$ cat src/rtl/mul_traffic_master_pkg.sv
// Shared types and constants for the multiplier traffic master.
// Latency: n/a (declarations only).
// Backpressure: n/a.
// Contents: FSM state constants, LFSR polynomial, corner-case operand table.
package mul_master_pkg;

    // FSM state encoding (3 bits, kept as plain constants for legacy tools)
    localparam logic [2:0] IDLE  = 3'd0;
    localparam logic [2:0] LOAD  = 3'd1;
    localparam logic [2:0] REQ   = 3'd2;
    localparam logic [2:0] RSP   = 3'd3;
    localparam logic [2:0] CHECK = 3'd4;
    localparam logic [2:0] DONE  = 3'd5;

    // Galois LFSR feedback mask
    localparam logic [31:0] LFSR_POLY = 32'h8020_0003;

    // The first NUM_CORNERS transactions use fixed operands, the rest come from the LFSR
    localparam int NUM_CORNERS = 4;

    // Operand pair, sign-extended to the widest legal operand (16 bits)
    typedef struct packed {
        logic [15:0] a;
        logic [15:0] b;
    } opnd_t;

    // Corner operands for index i at the given operand width:
    // 0:(0,0)  1:(-1,-1)  2:(MIN,MIN)  3:(MIN,MAX). Callers take the low width bits.
    function automatic opnd_t corner_operands(input logic [1:0] i, input int width);
        logic [15:0] min_v;
        logic [15:0] max_v;
        opnd_t       r;
        min_v = 16'hFFFF << (width - 1);
        max_v = ~min_v;
        case (i)
            2'd0:    r = '{a: 16'h0000, b: 16'h0000};
            2'd1:    r = '{a: 16'hFFFF, b: 16'hFFFF};
            2'd2:    r = '{a: min_v,    b: min_v};
            default: r = '{a: min_v,    b: max_v};
        endcase
        return r;
    endfunction

endpackage

$ cat src/rtl/mul_traffic_master_if.sv
// Request/response handshake bundle between the traffic master and a multiplier.
// Latency: none (wires only).
// Backpressure: req_ready stalls the request channel, rsp_ready stalls the response channel.
// Ports: req_valid/req_ready/req_a/req_b (operands), rsp_valid/rsp_ready/rsp_data (product).
interface mul_traffic_master_if #(
    parameter int WIDTH = 16
);
    logic               req_valid;
    logic               req_ready;
    logic [WIDTH-1:0]   req_a;
    logic [WIDTH-1:0]   req_b;
    logic               rsp_valid;
    logic               rsp_ready;
    logic [2*WIDTH-1:0] rsp_data;

    // Initiator side
    modport master (
        output req_valid, req_a, req_b, rsp_ready,
        input  req_ready, rsp_valid, rsp_data
    );

    // Multiplier side
    modport slave (
        input  req_valid, req_a, req_b, rsp_ready,
        output req_ready, rsp_valid, rsp_data
    );
endinterface

$ cat src/rtl/mul_lfsr32.sv
// 32-bit Galois LFSR used as the random operand source.
// Latency: new state visible the cycle after load/step.
// Backpressure: none; holds its value when step is low.
// Ports: clk, rst (async high), load+seed (zero seed becomes 1), step, state.
module mul_lfsr32
    import mul_master_pkg::*;
(
    input  logic        clk,
    input  logic        rst,
    input  logic        load,
    input  logic [31:0] seed,
    input  logic        step,
    output logic [31:0] state
);

    always_ff @(posedge clk or posedge rst) begin
        if (rst) begin
            state <= 32'h1;
        end else if (load) begin
            // the all-zero state is a lock-up state, so never load it
            state <= (seed == 32'h0) ? 32'h1 : seed;
        end else if (step) begin
            state <= {1'b0, state[31:1]} ^ (state[0] ? LFSR_POLY : 32'h0);
        end
    end

endmodule

$ cat src/rtl/mul_traffic_master.sv
// Self-checking initiator: drives operand pairs to a multiplier and checks each product.
// Latency: 4 cycles per transaction minimum (LOAD, REQ, RSP, CHECK); one outstanding.
// Backpressure: waits in REQ for req_ready and in RSP for rsp_valid (watchdog optional).
// Ports: clk, rst (async high), start/num_ops/seed (run control), bus (master modport),
//        busy/done/pass_count/err_count/timeout (status).
// Build option: define MULM_TIMEOUT_EN to enable the response watchdog.
module mul_traffic_master
    import mul_master_pkg::*;
#(
    parameter int WIDTH          = 16,
    parameter int CNT_W          = 16,
    parameter int TIMEOUT_CYCLES = 1024
) (
    input  logic                    clk,
    input  logic                    rst,
    input  logic                    start,
    input  logic [CNT_W-1:0]        num_ops,
    input  logic [31:0]             seed,
    mul_traffic_master_if.master    bus,
    output logic                    busy,
    output logic                    done,
    output logic [CNT_W-1:0]        pass_count,
    output logic [CNT_W-1:0]        err_count,
    output logic                    timeout
);

    logic [2:0]               state;
    logic [CNT_W-1:0]         ops_q;
    logic [CNT_W-1:0]         idx;
    logic [WIDTH-1:0]         a_q;
    logic [WIDTH-1:0]         b_q;
    logic [2*WIDTH-1:0]       golden;
    logic [2*WIDTH-1:0]       rsp_q;
    logic [31:0]              lfsr;
    logic                     start_ok;
    logic                     lfsr_load;
    logic                     lfsr_step;
    opnd_t                    corner;
    logic [WIDTH-1:0]         a_nxt;
    logic [WIDTH-1:0]         b_nxt;
    logic signed [2*WIDTH-1:0] a_ext;
    logic signed [2*WIDTH-1:0] b_ext;
    logic signed [2*WIDTH-1:0] prod_nxt;

    // start is honoured only when no run is in progress
    assign start_ok  = start && ((state == IDLE) || (state == DONE));
    assign lfsr_load = start_ok && (num_ops != '0);
    assign lfsr_step = (state == LOAD) && (idx >= CNT_W'(NUM_CORNERS));

    mul_lfsr32 u_lfsr (
        .clk   (clk),
        .rst   (rst),
        .load  (lfsr_load),
        .seed  (seed),
        .step  (lfsr_step),
        .state (lfsr)
    );

    // Operand pair for the current index: fixed corners first, then LFSR halves
    always_comb begin
        corner = corner_operands(idx[1:0], WIDTH);
        if (idx < CNT_W'(NUM_CORNERS)) begin
            a_nxt = corner.a[WIDTH-1:0];
            b_nxt = corner.b[WIDTH-1:0];
        end else begin
            a_nxt = lfsr[WIDTH-1:0];
            b_nxt = lfsr[16 +: WIDTH];
        end
        // sign-extend to full product width so the low 2*WIDTH bits are the signed product
        a_ext    = {{WIDTH{a_nxt[WIDTH-1]}}, a_nxt};
        b_ext    = {{WIDTH{b_nxt[WIDTH-1]}}, b_nxt};
        prod_nxt = a_ext * b_ext;
    end

    // Handshake outputs decode straight from state so reset drops them immediately
    assign bus.req_valid = (state == REQ);
    assign bus.rsp_ready = (state == RSP);
    assign bus.req_a     = a_q;
    assign bus.req_b     = b_q;
    assign busy          = (state == LOAD) || (state == REQ) || (state == RSP) || (state == CHECK);
    assign done          = (state == DONE);

`ifdef MULM_TIMEOUT_EN
    localparam int WD_W = $clog2(TIMEOUT_CYCLES + 1);
    logic [WD_W-1:0] wd_cnt;
`else
    // no watchdog: the flag is constant 0 (the comparison is always false)
    assign timeout = (TIMEOUT_CYCLES < 0);
`endif

    always_ff @(posedge clk or posedge rst) begin
        if (rst) begin
            state      <= IDLE;
            ops_q      <= '0;
            idx        <= '0;
            a_q        <= '0;
            b_q        <= '0;
            golden     <= '0;
            rsp_q      <= '0;
            pass_count <= '0;
            err_count  <= '0;
`ifdef MULM_TIMEOUT_EN
            timeout    <= 1'b0;
            wd_cnt     <= '0;
`endif
        end else begin
            case (state)
                IDLE, DONE: begin
                    if (start_ok) begin
                        ops_q      <= num_ops;
                        idx        <= '0;
                        pass_count <= '0;
                        err_count  <= '0;
`ifdef MULM_TIMEOUT_EN
                        timeout    <= 1'b0;
`endif
                        state      <= (num_ops == '0) ? DONE : LOAD;
                    end
                end
                LOAD: begin
                    a_q    <= a_nxt;
                    b_q    <= b_nxt;
                    golden <= prod_nxt;
                    state  <= REQ;
                end
                REQ: begin
                    if (bus.req_ready) begin
                        state <= RSP;
`ifdef MULM_TIMEOUT_EN
                        wd_cnt <= '0;
`endif
                    end
                end
                RSP: begin
                    if (bus.rsp_valid) begin
                        rsp_q <= bus.rsp_data;
                        state <= CHECK;
                    end
`ifdef MULM_TIMEOUT_EN
                    else if (wd_cnt == WD_W'(TIMEOUT_CYCLES - 1)) begin
                        // give up on this run: count the lost response and stop
                        timeout   <= 1'b1;
                        err_count <= (err_count == '1) ? err_count : err_count + CNT_W'(1);
                        state     <= DONE;
                    end else begin
                        wd_cnt <= wd_cnt + WD_W'(1);
                    end
`endif
                end
                CHECK: begin
                    if (rsp_q == golden) begin
                        pass_count <= (pass_count == '1) ? pass_count : pass_count + CNT_W'(1);
                    end else begin
                        err_count  <= (err_count == '1) ? err_count : err_count + CNT_W'(1);
                    end
                    if (idx == ops_q - CNT_W'(1)) begin
                        state <= DONE;
                    end else begin
                        idx   <= idx + CNT_W'(1);
                        state <= LOAD;
                    end
                end
                default: state <= IDLE;
            endcase
        end
    end

endmodule
$ cat src/flat_wrapper.sv
// flat-port wrapper written by rule: the top's interface ports become plain ports
module mul_traffic_master_flat import mul_master_pkg::*;
#(
    parameter int WIDTH          = 16,
    parameter int CNT_W          = 16,
    parameter int TIMEOUT_CYCLES = 1024
)
  (clk, rst, start, num_ops, seed, busy, done, pass_count, err_count, timeout, bus_req_valid, bus_req_a, bus_req_b, bus_rsp_ready, bus_req_ready, bus_rsp_valid, bus_rsp_data);
  mul_traffic_master_if #(.WIDTH(WIDTH)) bus_i ();
  input  logic clk;
  input  logic rst;
  input  logic start;
  input  logic [CNT_W-1:0] num_ops;
  input  logic [31:0] seed;
  output logic busy;
  output logic done;
  output logic [CNT_W-1:0] pass_count;
  output logic [CNT_W-1:0] err_count;
  output logic timeout;
  output wire logic [$bits(bus_i.req_valid)-1:0] bus_req_valid;
  output wire logic [$bits(bus_i.req_a)-1:0] bus_req_a;
  output wire logic [$bits(bus_i.req_b)-1:0] bus_req_b;
  output wire logic [$bits(bus_i.rsp_ready)-1:0] bus_rsp_ready;
  input wire logic [$bits(bus_i.req_ready)-1:0] bus_req_ready;
  input wire logic [$bits(bus_i.rsp_valid)-1:0] bus_rsp_valid;
  input wire logic [$bits(bus_i.rsp_data)-1:0] bus_rsp_data;
  assign bus_req_valid = bus_i.req_valid;
  assign bus_req_a = bus_i.req_a;
  assign bus_req_b = bus_i.req_b;
  assign bus_rsp_ready = bus_i.rsp_ready;
  assign bus_i.req_ready = bus_req_ready;
  assign bus_i.rsp_valid = bus_rsp_valid;
  assign bus_i.rsp_data = bus_rsp_data;
  mul_traffic_master #(.WIDTH(WIDTH), .CNT_W(CNT_W), .TIMEOUT_CYCLES(TIMEOUT_CYCLES)) u_core (.clk(clk), .rst(rst), .start(start), .num_ops(num_ops), .seed(seed), .bus(bus_i), .busy(busy), .done(done), .pass_count(pass_count), .err_count(err_count), .timeout(timeout));
endmodule
$ cat config.mk
export PLATFORM = sky130hd
export DESIGN_NAME = mul_traffic_master_flat
export DESIGN_NICKNAME = d
export VERILOG_FILES = /design/src/rtl/mul_traffic_master_pkg.sv /design/src/rtl/mul_traffic_master_if.sv /design/src/rtl/mul_lfsr32.sv /design/src/rtl/mul_traffic_master.sv /design/src/flat_wrapper.sv
export SDC_FILE = /design/constraint.sdc
export NUM_CORES = 1
export LEC_CHECK = 0
export BUFFER_PORTS_ARGS = -buffer_cell sky130_fd_sc_hd__buf_4
export CELL_PAD_IN_SITES_DETAIL_PLACEMENT = 1
export CELL_PAD_IN_SITES_GLOBAL_PLACEMENT = 1
export CORE_MARGIN = 3
export CORE_UTILIZATION = 30
export CTS_CLUSTER_DIAMETER = 100
export CTS_CLUSTER_SIZE = 40
export DETAILED_ROUTE_END_ITERATION = 16
export MAX_ROUTING_LAYER = met4
export PLACE_DENSITY = 0.62
export SYNTH_ARGS = -nofsm -noshare
export SYNTH_HDL_FRONTEND = slang
export SYNTH_HIERARCHICAL = 1
export SYNTH_SLANG_ARGS = --single-unit
$ cat constraint.sdc
create_clock -name clk -period 10.2 [get_ports clk]
set_clock_uncertainty 0.2 [all_clocks]
set_input_delay 0.51 -clock clk [delete_from_list [all_inputs] [get_ports clk]]
set_output_delay 0.51 -clock clk [all_outputs]
set_load 0.1 [all_outputs]
==> flow_summary.toml, run 1 <==
[run_status]
status = "complete, no violations"

[timing]
period_minus_slack_ns = 8.81
setup_viol = 0
maxSlewViolCount = 0
min_period_over_period_pct = 86.4
worstMarginPinSlew_ns = 1.22
hold_viol_final = 0
fmax_ghz = 0.114
tns_ns = 0
grt_setup_unrepaired = "no"
maxSlewHeadroom_pct = 19.0

[synth]
synth_cell_types = 67
synth_async_sr_flop_share_pct = 100
yosys.area_share.simple_pct = 15.2
synth_seq_cells = 195
synth-compound-area-share_pct = 9.70
synth_nets = 2538
netlist_area_um2 = 19300
seq_area_frac_synth_pct = 25.3
synth_fa_ha_area_share_pct = 32.9
avgSynthCellArea_um2 = 9.18
synth_top_family_by_area = "adder cells"
ys_warn_count = 6
synth-edff-count = 0
synth-xor-area-share_pct = 5.04
synth_cells = 2102
synthFlopType = "dfrtp_1"
synthMuxAreaShare_pct = 3.64

[clocking]
clk_latency_ns = 0.47
htree_num_levels = 4
cts_root_buf = "clkbuf_16"
clk_pin_slew_ns = 0.08
cts_buffers = 17
cts_tree = "yes"
postCtsSetupRepairBufs = 0
clk_path_buf_depth = 2
cts_resized = 0
cts.sinks = 195
cts_hold_buffers = 1

[flow_run]
maxCapViolCount = 0

[layout]
diodes = 0
stdcell_count = 3083
areaGrowthSynthToFinish_pct = 14.1
nets = 2660
drive_gt1_share_pct = 12.2

[critical_path]
cp_max_fo = 34
worstPathArrival_ns = 8.94
required_ns = 10.34
start_kind = "flop"
endpoint_kind = "flop"
worstSetupPathType = "reg -> reg"

[placement]
post-dp-hpwl_um = 46600
dpl.cell_count = 3050
numPortBuffers = 152
gp_congestion = 0.874

[drt]
drcViolationCount = 0
vias = 15100
first_pass_iters = 5
wirelength_um = 58200
drtIter0Drc = 957
routedWlPerCell_um = 18.9
antenna_left = 0
viasPerCell = 4.91

[global_routing]
grt_max_degree = 96
grt_pass1_wl_um = 93900
grt_pass1_vias = 17000
antenna_found_initial = 1
grt_overflow_total = 0
track_usage_pct = 18.4

[floorplan]
initial_utilization_pct = 30.4
dieWidth_um = 260
die_area_um2 = 67400
die_h_um = 260
core_area_um2 = 63400
rows = 92
io_pins = 154

[min_path]
hold_class = "in -> reg"
final timing paths:
kind / start / to / slack [ns] / cells past startpoint
setup / recovery: u_core/idx[12]$_DFFE_PP0P_ / u_core/golden[30]$_DFFE_PP0P_ / 1.39 / 26
hold / removal: num_ops[12] / u_core/ops_q[12]$_DFFE_PP0P_ / 0.04 / 3
setup reg to reg: u_core/idx[12]$_DFFE_PP0P_ / u_core/golden[30]$_DFFE_PP0P_ / 1.39 / 26
hold reg to reg: u_core/bus.req_b[2]$_DFFE_PP0P_ / u_core/bus.req_b[2]$_DFFE_PP0P_ / 0.30 / 2
max in group asynchronous: rst / u_core/rsp_q[24]$_DFFE_PP0P_ / 7.61 / 4
min in group asynchronous: rst / u_core/u_lfsr/state[19]$_DFFE_PP0P_ / 0.51 / 4
cell usage in the layout (no fill, tap or decap), types with 12 or more instances in the layout:
master     instances
and3_1            12
a21o_1            30
nor2_1           215
inv_1            318
dfrtp_1          194
o21a_1            18
nor4_1            24
ha_1              89
fa_1             262
nand4_1           21
a21oi_1           52
buf_4            188
nand2b_1          18
nand3_1           28
o21ai_0          125
clkbuf_16         17
xor2_1            62
mux2_2            34
xnor2_1           49
mux2i_1           32
nand2_1          284
nor3_1            15
registers in the layout, indices dropped and copies added, names as in the netlist:
name,count
u_core/err_count,16
u_core/state,3
u_core/ops_q,16
u_core/bus.req_b,16
u_core/idx,16
u_core/bus.req_a,16
u_core/golden,32
u_core/rsp_q,32
u_core/u_lfsr/state,32
u_core/pass_count,16
logic make-up (layout without fill, tap and decap cells):
group                    after synthesis  in the layout
buffers and inverters                405            540
XOR/XNOR                             111            111
multiplexers                          66             66
adder cells (fa/ha/maj)              351            351
AND/OR/NAND/NOR                      667            667
flip-flops                           195            195
other                                  1              1
AO/OA/AOI/OAI                        306            306
cell type report:
type / instances / area (µm²)
clock inverters: 14 / 165
clock buffers: 18 / 429
multi-input cells: 1502 / 12900
inverters: 319 / 1200
repair buffers: 189 / 1420
flip-flops and latches: 195 / 4880
fillers: 7342 / 41400
well taps: 846 / 1060
layer usage:
layer	track usage (%)	vias to the layer above	share of wire, %
li1	-	6954	-
met1	21.5	7856	41
met2	33.2	246	53
met3	2.27	72	3.4
met4	5.14	0	2.4
met5	-	-	0
stage by stage:
step           hold slack [ns]  worst slack (ns)  utilization [%]  area, µm²
6_report                0.0440              1.39             34.7      22000
5_1_grt                 0.0325             0.854             34.7      22000
4_1_cts                 0.0136              1.54             34.7      22000
3_5_place_dp             0.287              1.56             33.8      21400
3_3_place_gp             0.272              1.81             33.8      21400
2_1_floorplan            0.265              2.67                -      19300
synthesized netlist by cell type (11+ instances only):
cell / n / share of area, %
a21o_1: 30 / 1.2
a21oi_1: 53 / 1.4
and3_1: 12 / 0.39
clkbuf_1: 70 / 1.4
dfrtp_1: 194 / 25
fa_1: 262 / 27
ha_1: 89 / 5.8
inv_1: 319 / 6.2
mux2_2: 34 / 2.0
mux2i_1: 32 / 1.7
nand2_1: 284 / 5.5
nand2b_1: 18 / 0.58
nand3_1: 28 / 0.73
nand4_1: 21 / 0.68
nor2_1: 216 / 4.2
nor3_1: 16 / 0.41
nor4_1: 24 / 0.78
o211ai_1: 11 / 0.43
o21a_1: 18 / 0.70
o21ai_0: 127 / 3.3
or3_1: 12 / 0.39
xnor2_1: 49 / 2.2
xor2_1: 62 / 2.8
worst max-delay path, cell delays in order (launching register included):
cell and delay [ns]:
dfrtp_1 0.46, nor4_1 0.48, nand4_1 0.16, buf_4 0.26, or3_1 0.68, o21ai_1 0.68, buf_4 0.32, nor2_1 0.09
fa_1 0.54, inv_1 0.05, fa_1 0.47, inv_1 0.05, fa_1 0.49, inv_1 0.05, fa_1 0.55, fa_1 0.45
fa_1 0.50, inv_1 0.05, ha_1 0.38, nand4_1 0.16, nor4_1 0.26, nor2_1 0.13, a211oi_1 0.53, o21ai_0 0.25
a31oi_1 0.21, xnor2_1 0.14, o21ai_0 0.08
Power of run 1 is left out: the tool's default activity adds up to more than one toggle a clock period on the data nets, which glitch-free logic cannot reach.
==> run 2: changes to the inputs <==
--- a/config.mk
+++ b/config.mk
@@ -8,7 +8,7 @@
 export BUFFER_PORTS_ARGS = -buffer_cell sky130_fd_sc_hd__buf_4
 export CELL_PAD_IN_SITES_DETAIL_PLACEMENT = 1
 export CELL_PAD_IN_SITES_GLOBAL_PLACEMENT = 1
-export CORE_MARGIN = 3
+export CORE_MARGIN = 4
 export CORE_UTILIZATION = 30
 export CTS_CLUSTER_DIAMETER = 100
 export CTS_CLUSTER_SIZE = 40
==> flow_summary.toml, run 2 (synthesis results as in run 1) <==
[run_status]
status = "complete, no violations"

[global_routing]
antenna_found_initial = 0
grt_pass1_wl_um = 93200
track_usage_pct = 18.0
grt_max_degree = 96
grt_overflow_total = 0
grt_pass1_vias = 16800

[critical_path]
worstPathArrival_ns = 8.98
start_kind = "flop"
required_ns = 10.33
endpoint_kind = "flop"
cp_max_fo = 34
worstSetupPathType = "reg -> reg"

[floorplan]
initial_utilization_pct = 30.4
io_pins = 154
die_area_um2 = 68500
dieWidth_um = 262
core_area_um2 = 63400
die_h_um = 262
rows = 92

[clocking]
htree_num_levels = 4
cts_root_buf = "clkbuf_16"
cts.sinks = 195
cts_buffers = 17
clk_latency_ns = 0.48
clk_pin_slew_ns = 0.09
postCtsSetupRepairBufs = 0
clk_path_buf_depth = 2
cts_resized = 0
cts_tree = "yes"

[layout]
post-route-util_pct = 34.8
num-fill-cells = 7327
stdcell_area_um2 = 22100
drive_gt1_share_pct = 12.2
nets = 2660
diodes = 0
layout_commonest_cell = "inv_1"
final_cell_mix = "inv_1 (318), nand2_1 (284), fa_1 (262), nor2_1 (215), dfrtp_1 (194)"
areaGrowthSynthToFinish_pct = 14.3
top_regs = "u_core/golden (32), u_core/rsp_q (32), u_core/u_lfsr/state (32)"

[drt]
wirelength_um = 58000
viasPerCell = 4.87
first_pass_iters = 4
drtIter0Drc = 891
antenna_left = 0
routedWlPerCell_um = 18.8
vias = 15000
drcViolationCount = 0

[placement]
dpl_worst_slack_ns = 1.55
dpl_cell_area_um2 = 21400
numPortBuffers = 152
post-dp-hpwl_um = 46900
gp_congestion = 0.893

[timing]
min_period_over_period_pct = 86.7
tns_ns = 0
worstMarginPinSlew_ns = 1.15
period_minus_slack_ns = 8.84
setup_slack_ns = 1.36
grt_setup_unrepaired = "no"
fmax_ghz = 0.113
maxSlewHeadroom_pct = 23.5
setup_viol = 0
maxSlewViolCount = 0
hold_viol_final = 0

[min_path]
hold_class = "in -> reg"

[flow_run]
maxCapViolCount = 0
==> run 2: changes by cell type in the layout (fill, tap and decap cells not counted), sizes merged <==
cell,before,now
clkbuf,18,17
inv,325,328
bufinv,1,0
clkinvlp,1,0
==> run 2: path summary, 6_finish.rpt <==
kind	start	end	slack, ns	cells past startpoint
worst max-delay path	u_core/idx[2]$_DFFE_PP0P_	u_core/golden[30]$_DFFE_PP0P_	1.36	26
max in group asynchronous	rst	u_core/rsp_q[31]$_DFFE_PP0P_	7.66	4
worst min-delay path	num_ops[14]	u_core/ops_q[14]$_DFFE_PP0P_	0.05	3
min in group asynchronous	rst	u_core/u_lfsr/state[15]$_DFFE_PP0P_	0.51	4
worst min register to register	u_core/bus.req_b[12]$_DFFE_PP0P_	u_core/bus.req_b[12]$_DFFE_PP0P_	0.29	2
worst max register to register	u_core/idx[2]$_DFFE_PP0P_	u_core/golden[30]$_DFFE_PP0P_	1.36	26
==> run 2: area by class of cell <==
type	instances	area, µm²	area share (%)
clock buffer	17	425	1.93
clock inverter	15	210	0.953
inverter	319	1200	5.45
multi-input combinational	1502	12900	58.3
sequential	195	4880	22.1
tap	846	1060	4.80
timing repair buffer	189	1420	6.44
==> run 2: metal layers <==
layer	part of all wire, %	vias to the layer above	GRT usage, %
li1	-	6952	-
met1	41	7811	21.0
met2	54	204	33.2
met3	2.8	62	1.86
met4	2.1	0	4.29
met5	0	-	-
==> run 2: repair_timing <==
action	CTS	global route
hold endpoints to repair	31	0
endpoints found under the setup margin	0	0
hold buffers	1	0
==> run 2: critical path, stage by stage, from the launching register on <==
cell and delay (ns):
dfrtp_1 0.47, nor4_1 0.46, nand4_1 0.18, buf_4 0.27
or3_1 0.67, o21ai_1 0.65, buf_4 0.30, nor2_1 0.08
fa_1 0.52, inv_1 0.05, fa_1 0.47, inv_1 0.05
fa_1 0.51, inv_1 0.06, fa_1 0.55, fa_1 0.42
fa_1 0.49, inv_1 0.04, ha_1 0.37, nand4_1 0.17
a211oi_1 0.27, nor2_1 0.13, a211oi_1 0.57, o21ai_0 0.25
a31oi_1 0.23, xnor2_1 0.14, o21ai_0 0.10
==> run 2: through the flow <==
step                instances  hold slack (ns)
floorplan                2102            0.265
global placement         3050            0.268
detailed placement       3050            0.272
CTS                      3083           0.0221
global route             3083           0.0273
finish                   3083           0.0489
Power of run 2 is left out for the same reason.
